--- src/rtl/chimera_pkg.sv ---
// Shared types for the Chimera SoC: APB request/response structs, cluster-control
// register offsets and the cluster-control completer state encoding.
package chimera_pkg;

    typedef struct packed {
        logic [31:0] paddr;
        logic [2:0]  pprot;
        logic        psel;
        logic        penable;
        logic        pwrite;
        logic [31:0] pwdata;
        logic [3:0]  pstrb;
    } apb_req_t;

    typedef struct packed {
        logic        pready;
        logic [31:0] prdata;
        logic        pslverr;
    } apb_resp_t;

    localparam logic [7:0] CluCtrlClkEnOffs = 8'h00;
    localparam logic [7:0] CluCtrlRstOffs   = 8'h04;
    localparam logic [7:0] CluCtrlBootOffs  = 8'h08;

    typedef enum logic [1:0] {
        CluCtrlIdle,
        CluCtrlWait,
        CluCtrlResp
    } clu_ctrl_state_e;

    function automatic logic [31:0] strb_to_mask(input logic [3:0] strb);
        logic [31:0] mask;
        for (int b = 0; b < 4; b++) begin
            mask[8*b+:8] = {8{strb[b]}};
        end
        return mask;
    endfunction

endpackage

--- src/rtl/chimera_rst_pulse_gen.sv ---
// Per-cluster reset sequencer: a trigger while idle produces a reset pulse of
// exactly RstCycles cycles, starting the cycle after the trigger.
module chimera_rst_pulse_gen #(
    parameter int unsigned RstCycles = 16
) (
    input  logic clk_i,
    input  logic rst_i,
    input  logic trig_i,
    output logic busy_o,
    output logic rst_o
);

    localparam int unsigned CntWidth = $clog2(RstCycles + 1);

    logic [CntWidth-1:0] cnt_q, cnt_d;
    logic                busy_q, busy_d;
    logic                rst_q;

    // Triggers arriving while busy are dropped so a pulse can never be stretched.
    always_comb begin
        cnt_d  = cnt_q;
        busy_d = busy_q;
        if (busy_q) begin
            cnt_d = cnt_q - CntWidth'(1);
            if (cnt_q == CntWidth'(1)) begin
                busy_d = 1'b0;
            end
        end else if (trig_i) begin
            cnt_d  = CntWidth'(RstCycles);
            busy_d = 1'b1;
        end
    end

    always_ff @(posedge clk_i) begin
        if (rst_i) begin
            cnt_q  <= '0;
            busy_q <= 1'b0;
            rst_q  <= 1'b1;
        end else begin
            cnt_q  <= cnt_d;
            busy_q <= busy_d;
            rst_q  <= busy_d;
        end
    end

    assign busy_o = busy_q;
    assign rst_o  = rst_q;

endmodule

--- src/rtl/chimera_cluster_ctrl_apb.sv ---
// APB completer for cluster clock-enable, reset-pulse and boot-address control.
// Define CHIMERA_CLU_CTRL_STRB_EN to make writes honour pstrb byte enables.
module chimera_cluster_ctrl_apb
    import chimera_pkg::*;
#(
    parameter int unsigned NumClusters     = 5,
    parameter int unsigned RstCycles       = 16,
    parameter logic [31:0] BootAddrDefault = 32'h3000_0000
) (
    input  logic                        clk_i,
    input  logic                        rst_i,
    input  apb_req_t                    apb_req_i,
    output apb_resp_t                   apb_rsp_o,
    output logic [NumClusters-1:0]      cluster_clk_en_o,
    output logic [NumClusters-1:0]      cluster_rst_o,
    output logic [NumClusters*32-1:0]   cluster_boot_addr_o
);

    clu_ctrl_state_e state_q, state_d;
    logic [7:0]      addr_q, addr_d;
    logic            write_q, write_d;
    logic [31:0]     wdata_q, wdata_d;
    logic [3:0]      strb_q, strb_d;
    logic [31:0]     prdata_q, prdata_d;
    logic            pslverr_q, pslverr_d;

    logic [NumClusters-1:0]        clk_en_q, clk_en_d;
    logic [NumClusters-1:0][31:0]  boot_q, boot_d;
    logic [NumClusters-1:0]        rst_trig, rst_busy, rst_pulse;

    logic [7:0]  boot_offs;
    logic [3:0]  boot_idx;
    logic        hit_clk_en, hit_rst, hit_boot, addr_err;
    logic [31:0] wmask, rdata, clk_en_wr, rst_req;
    logic        commit;

    // Decode always works on the latched address, never on the live bus.
    always_comb begin
        boot_offs  = addr_q - CluCtrlBootOffs;
        boot_idx   = boot_offs[5:2];
        hit_clk_en = (addr_q == CluCtrlClkEnOffs);
        hit_rst    = (addr_q == CluCtrlRstOffs);
        hit_boot   = (addr_q >= CluCtrlBootOffs) && (addr_q[1:0] == 2'b00) &&
                     (boot_offs[7:6] == 2'b00) && ({1'b0, boot_idx} < 5'(NumClusters));
        addr_err   = !(hit_clk_en || hit_rst || hit_boot);
    end

`ifdef CHIMERA_CLU_CTRL_STRB_EN
    assign wmask = strb_to_mask(strb_q);
`else
    assign wmask = '1;
`endif

    assign commit    = (state_q == CluCtrlResp) && write_q && !addr_err;
    assign clk_en_wr = ({{(32-NumClusters){1'b0}}, clk_en_q} & ~wmask) | (wdata_q & wmask);
    assign rst_req   = wdata_q & wmask;
    assign rst_trig  = (commit && hit_rst) ? rst_req[NumClusters-1:0] : '0;

    always_comb begin
        rdata = '0;
        if (hit_clk_en) begin
            rdata[NumClusters-1:0] = clk_en_q;
        end
        if (hit_rst) begin
            rdata[NumClusters-1:0] = rst_busy;
        end
        for (int i = 0; i < NumClusters; i++) begin
            if (hit_boot && (boot_idx == 4'(i))) begin
                rdata = boot_q[i];
            end
        end
    end

    // psel is not re-checked after IDLE: a dropped psel still completes the transfer.
    always_comb begin
        state_d   = state_q;
        addr_d    = addr_q;
        write_d   = write_q;
        wdata_d   = wdata_q;
        strb_d    = strb_q;
        prdata_d  = prdata_q;
        pslverr_d = pslverr_q;
        clk_en_d  = clk_en_q;
        boot_d    = boot_q;
        case (state_q)
            CluCtrlIdle: begin
                if (apb_req_i.psel && apb_req_i.penable) begin
                    state_d = CluCtrlWait;
                    addr_d  = apb_req_i.paddr[7:0];
                    write_d = apb_req_i.pwrite;
                    wdata_d = apb_req_i.pwdata;
                    strb_d  = apb_req_i.pstrb;
                end
            end
            CluCtrlWait: begin
                state_d   = CluCtrlResp;
                prdata_d  = addr_err ? 32'h0 : rdata;
                pslverr_d = addr_err;
            end
            CluCtrlResp: begin
                state_d = CluCtrlIdle;
                if (commit && hit_clk_en) begin
                    clk_en_d = clk_en_wr[NumClusters-1:0];
                end
                for (int i = 0; i < NumClusters; i++) begin
                    if (commit && hit_boot && (boot_idx == 4'(i))) begin
                        boot_d[i] = (boot_q[i] & ~wmask) | (wdata_q & wmask);
                    end
                end
            end
            default: state_d = CluCtrlIdle;
        endcase
    end

    always_ff @(posedge clk_i) begin
        if (rst_i) begin
            state_q   <= CluCtrlIdle;
            addr_q    <= '0;
            write_q   <= 1'b0;
            wdata_q   <= '0;
            strb_q    <= '0;
            prdata_q  <= '0;
            pslverr_q <= 1'b0;
            clk_en_q  <= '0;
            boot_q    <= {NumClusters{BootAddrDefault}};
        end else begin
            state_q   <= state_d;
            addr_q    <= addr_d;
            write_q   <= write_d;
            wdata_q   <= wdata_d;
            strb_q    <= strb_d;
            prdata_q  <= prdata_d;
            pslverr_q <= pslverr_d;
            clk_en_q  <= clk_en_d;
            boot_q    <= boot_d;
        end
    end

    for (genvar i = 0; i < NumClusters; i++) begin : g_rst
        chimera_rst_pulse_gen #(
            .RstCycles(RstCycles)
        ) u_rst_pulse (
            .clk_i  (clk_i),
            .rst_i  (rst_i),
            .trig_i (rst_trig[i]),
            .busy_o (rst_busy[i]),
            .rst_o  (rst_pulse[i])
        );
    end

    // Clock is forced on while a cluster is in reset so its flops see the reset.
    assign cluster_clk_en_o    = clk_en_q | rst_busy;
    assign cluster_rst_o       = rst_pulse;
    assign cluster_boot_addr_o = boot_q;

    assign apb_rsp_o.pready  = (state_q == CluCtrlResp);
    assign apb_rsp_o.prdata  = prdata_q;
    assign apb_rsp_o.pslverr = pslverr_q;

    logic unused_bits;
    assign unused_bits = ^{apb_req_i.pprot, apb_req_i.paddr[31:8], boot_offs[1:0],
                           strb_q, rst_req, clk_en_wr};

endmodule

--- config.mk ---
export PLATFORM = sky130hd
export DESIGN_NAME = chimera_cluster_ctrl_apb
export DESIGN_NICKNAME = d
export VERILOG_FILES = /design/src/rtl/chimera_pkg.sv /design/src/rtl/chimera_rst_pulse_gen.sv /design/src/rtl/chimera_cluster_ctrl_apb.sv
export SDC_FILE = /design/constraint.sdc
export NUM_CORES = 1
export LEC_CHECK = 0
export ABC_AREA = 0
export CAP_MARGIN = 40
export CORE_UTILIZATION = 35
export CTS_CLUSTER_DIAMETER = 120
export DETAILED_ROUTE_END_ITERATION = 6
export GPL_ROUTABILITY_DRIVEN = 0
export SYNTH_ARGS = -nofsm -noshare
export SYNTH_HDL_FRONTEND = slang
export SYNTH_SLANG_ARGS = --single-unit
--- constraint.sdc ---
create_clock -name clk_i -period 2.22 [get_ports clk_i]
set_clock_uncertainty 0.2 [all_clocks]
set_input_delay 0.333 -clock clk_i [delete_from_list [all_inputs] [get_ports clk_i]]
set_output_delay 0.333 -clock clk_i [all_outputs]
set_load 0.01 [all_outputs]
==> run summary <==
================================================================================
Hold violation total from the final report                                     0
Starting DRT DRC Count                                                       747
Final wirelength                                                        40300 um
Startpoint kind of the worst setup timing path                         flip-flop
Antenna violations before repair                                               1
Starting utilization of the core area                                      35.8%
Clock tree from TritonCTS                                                  built
Boundary Pins                                                                280
Setup slack of the critical path after layout                           -67.3 ps
Wire length of the first global-routing pass                            58900 um
Setup violators final                                                         34
Overall via count from detail_route                                        10600
Top post-synthesis cells by count                                   nand2_1, dfxtp_1, a21oi_1
CTS Buffer Depth                                                               3
Maximum number of pins on one net before global-route repair                 163
Vias in the first global route                                             10100
Area growth from synthesis to layout                                       44.8%
EDFF count, synth                                                              0
Number of maximum-capacitance constraint violations                            0
Worst reg2reg path endpoint                                         g_rst[2].u_rst_pulse.busy_o$_SDFF_PP0_
Pwr/cell area                                                         664 nW/um2
Flops & latches, synth                                                       276
Result of the run                                                   finished, violations left
Source of the worst register-to-register timing path                addr_q[3]$_SDFFE_PP0P_
Standby leakage power                                                    5.69 nW
Hold Path Sink                                                      clk_en_wr[17]$_SDFFE_PP0P_
Mapped cell area                                                       11300 um2
Count of pins over their slew limit                                            0
Total congestion overflow after global routing                                 0
Most common cell in the synthesized netlist                              nand2_1
# nets final                                                                1686
Share of Yosys cell area claimed by the top area cell type                 48.7%
Hold Path Depth                                                                3
HPWL reported at the end of detailed placement                          26000 um
X dimension of the die                                                    182 um
Detailed-route vias per instance                                            5.25
CP Launch Point                                                     addr_q[3]$_SDFFE_PP0P_
Logic depth of the worst register-to-register path                             8
Core area                                                              31700 um2
Endpoint required time on the critical path                              2500 ps
RSZ-0062 raised after global routing                                         yes
Final period demand of the worst path                                    2290 ps
Row count                                                                     65
Delay of the slowest cell on the worst path                               550 ps
Register-to-register setup slack                                          -70 ps
# clock sinks                                                                276
Die span in y                                                             182 um
Post-Synthesis Cells                                                        1337
Syn_area_per_cell                                                       8.48 um2
Share of flip-flops with an asynchronous set or reset                         0%
Global Route Usage Sum                                                     22.9%
Residual antenna-violating net count after detailed routing                    0
Post-synthesis net count                                                    1424
Endpoint arrival time on the critical path                               2570 ps
Worst Path Class, Setup                                             flip-flop to flip-flop
Largest vdd supply drop                                               0.000806 V
Main synth FF type                                                       dfxtp_1
Endpoint kind of the worst setup timing path                           flip-flop
Buffer type at the clock tree root                                     clkbuf_16
Violated checks                                                     negative setup slack
Worst-case headroom to the max-slew limit                                  35.6%
Clock network latency to the later pin of the worst-skew pair             580 ps
Cell type with the largest total area after synthesis                    dfxtp_1
Period utilisation layout                                                   103%
Inserted Clock Buffers                                                        31
Most frequent cell on the critical path                                    buf_6
Fraction of final layout cells with drive strength greater than 1          14.8%
Ordered cell list for the critical path                             buf_6 -> or4_4 -> buf_6 -> nor4_4 -> buf_6 -> a21oi_4 -> a31oi_2 -> nor2b_1
Die footprint                                                          33100 um2
Launch instance of the worst min-delay path                         apb_req_i[21]
Highest attainable clock frequency                                     0.437 GHz
Crit-path max FO                                                               6
Sequential area share after synthesis                                      48.7%
Clock-pin slew on the worst setup and hold paths                           60 ps
Synthesis Warnings                                                             0
Total number of H-tree levels                                                  1
Type of the worst min-delay path                                    input pin to flip-flop
Leading cell types by total area after synthesis                    dfxtp_1, nand2_1, a21oi_1
Post-synth cell types                                                         51
Standard cell with the maximum stage delay on the critical path            or4_4
Number of remaining DRC errors                                                 0
Actual slew at the worst max-slew pin                                     966 ps
Final hold slack                                                         95.9 ps
Number of buffers added on ports                                             248
Routed length per placed instance                                        19.9 um
Setup TNS Final                                                          -440 ps
Initial DRT Pass Iterations                                                    5
================================================================================
==> critical path: cells and delay by family (launching register included) <==
family                 cells  cell delay [ps]
and+or+nand+nor            3              890
buffers and inverters      3              470
DFF                        1              360
AOI/OAI and AO/OA          2              280
==> state kept, by name, summed over array words and instances, names as in the netlist <==
name,count
cluster_boot_addr_o,160
clk_en_wr,32
prdata_q,32
g_rst.u_rst_pulse.cnt_q,25
addr_q,8
clk_en_q,5
g_rst.u_rst_pulse.busy_o,5
g_rst.u_rst_pulse.rst_o,5
state_q,2
pslverr_q,1
write_q,1
==> final cells by class <==
class	count	area, um2
Antenna cell	1	2.50
Clock buffer	46	902
Clock inverter	8	133
Fill cell	2906	15300
Inverter	24	90.1
Multi-Input combinational cell	929	5590
Sequential cell	276	5540
Tap cell	402	503
Timing Repair Buffer	337	3660
==> logic make-up (layout without fill, tap and decap cells) <==
group / count (synthesis) / after routing / synth area share (%)
and+or+nand+nor: 541 / 541 / 20.1
AOI/OAI and AO/OA: 333 / 333 / 18.1
DFF: 276 / 276 / 48.7
buffers and inverters: 132 / 415 / 4.94
muxes: 43 / 43 / 6.79
adders and majority gates: 11 / 11 / 1.21
xor gates and xnor gates: 1 / 1 / 0.0773
other: 0 / 1 / 0
==> how the worst max path moves through the flow <==
stage / end / depth (start not counted)
floorplan: prdata_q[11]$_SDFFE_PP0N_ / 8
global placement: prdata_q[3]$_SDFFE_PP0N_ / 7
detailed placement: prdata_q[20]$_SDFFE_PP0N_ / 8
CTS: g_rst[2].u_rst_pulse.busy_o$_SDFF_PP0_ / 8
global route: g_rst[2].u_rst_pulse.busy_o$_SDFF_PP0_ / 8
finish: g_rst[2].u_rst_pulse.busy_o$_SDFF_PP0_ / 8
==> metal layers <==
| layer | track usage [%] | up-vias | part of all wire (%) | wire, um |
|---|---|---|---|---|
| met5 | 0 | - | 0 | 0 |
| met4 | 6.99 | 0 | 3.3 | 1320 |
| met3 | 4.37 | 74 | 7.5 | 3020 |
| met2 | 38.7 | 364 | 48 | 19200 |
| met1 | 29.4 | 5072 | 42 | 16800 |
| li1 | - | 5109 | - | - |
==> stage by stage <==
stage	setup slack, ps	instance area (um2)	cells	utilization, %	total power (W)
4_1_cts	-60.8	16000	2010	50.5	0.0109
3_3_place_gp	-305	14700	1946	46.4	0.00570
5_1_grt	-157	16400	2023	51.8	0.0112
6_report	-67.3	16400	2023	51.8	0.0109
3_5_place_dp	-284	14700	1948	46.5	0.00571
2_1_floorplan	0.993	11400	1337	-	0.00544
==> cell usage in the layout (no fill, tap or decap), drive strengths merged, types with 2 or more instances in the layout <==
master,n
nor2b,8
clkbuf,51
nand2b,8
o2bb2ai,3
a31o,5
nor2,41
nor4,3
a21oi,225
clkinv,3
nor4b,2
or2,10
nor3,14
nand3,16
a211o,2
o21ai,8
ha,11
clkdlybuf4s50,241
buf,84
a22o,54
a311oi,3
or4,6
a31oi,5
and2,4
mux2i,15
and3,6
a211oi,6
nand2,406
o211ai,3
o311ai,5
or3,2
a2bb2oi,9
bufinv,3
nor3b,2
dfxtp,276
dlygate4sd2,6
inv,25
nand3b,11
mux4,27
==> timing repair <==
action                                 CTS  global route
resized for setup                       50            38
cloned                                   2             6
endpoints found under the hold margin    1             0
setup endpoints to repair              230           168
buffers inserted                         6             6
pin swaps                               17            24
hold buffers                             1             0
==> report_power, final <==
part | internal, W | leakage [nW] | switching, W
Sequential | 0.00499 | 2.23 | 0.0000709
Clock | 0.00314 | 0.506 | 0.00207
Combinational | 0.000281 | 2.95 | 0.000338
Total | 0.00842 | 5.69 | 0.00248
Note: power is estimated with default switching activity, not from simulation.
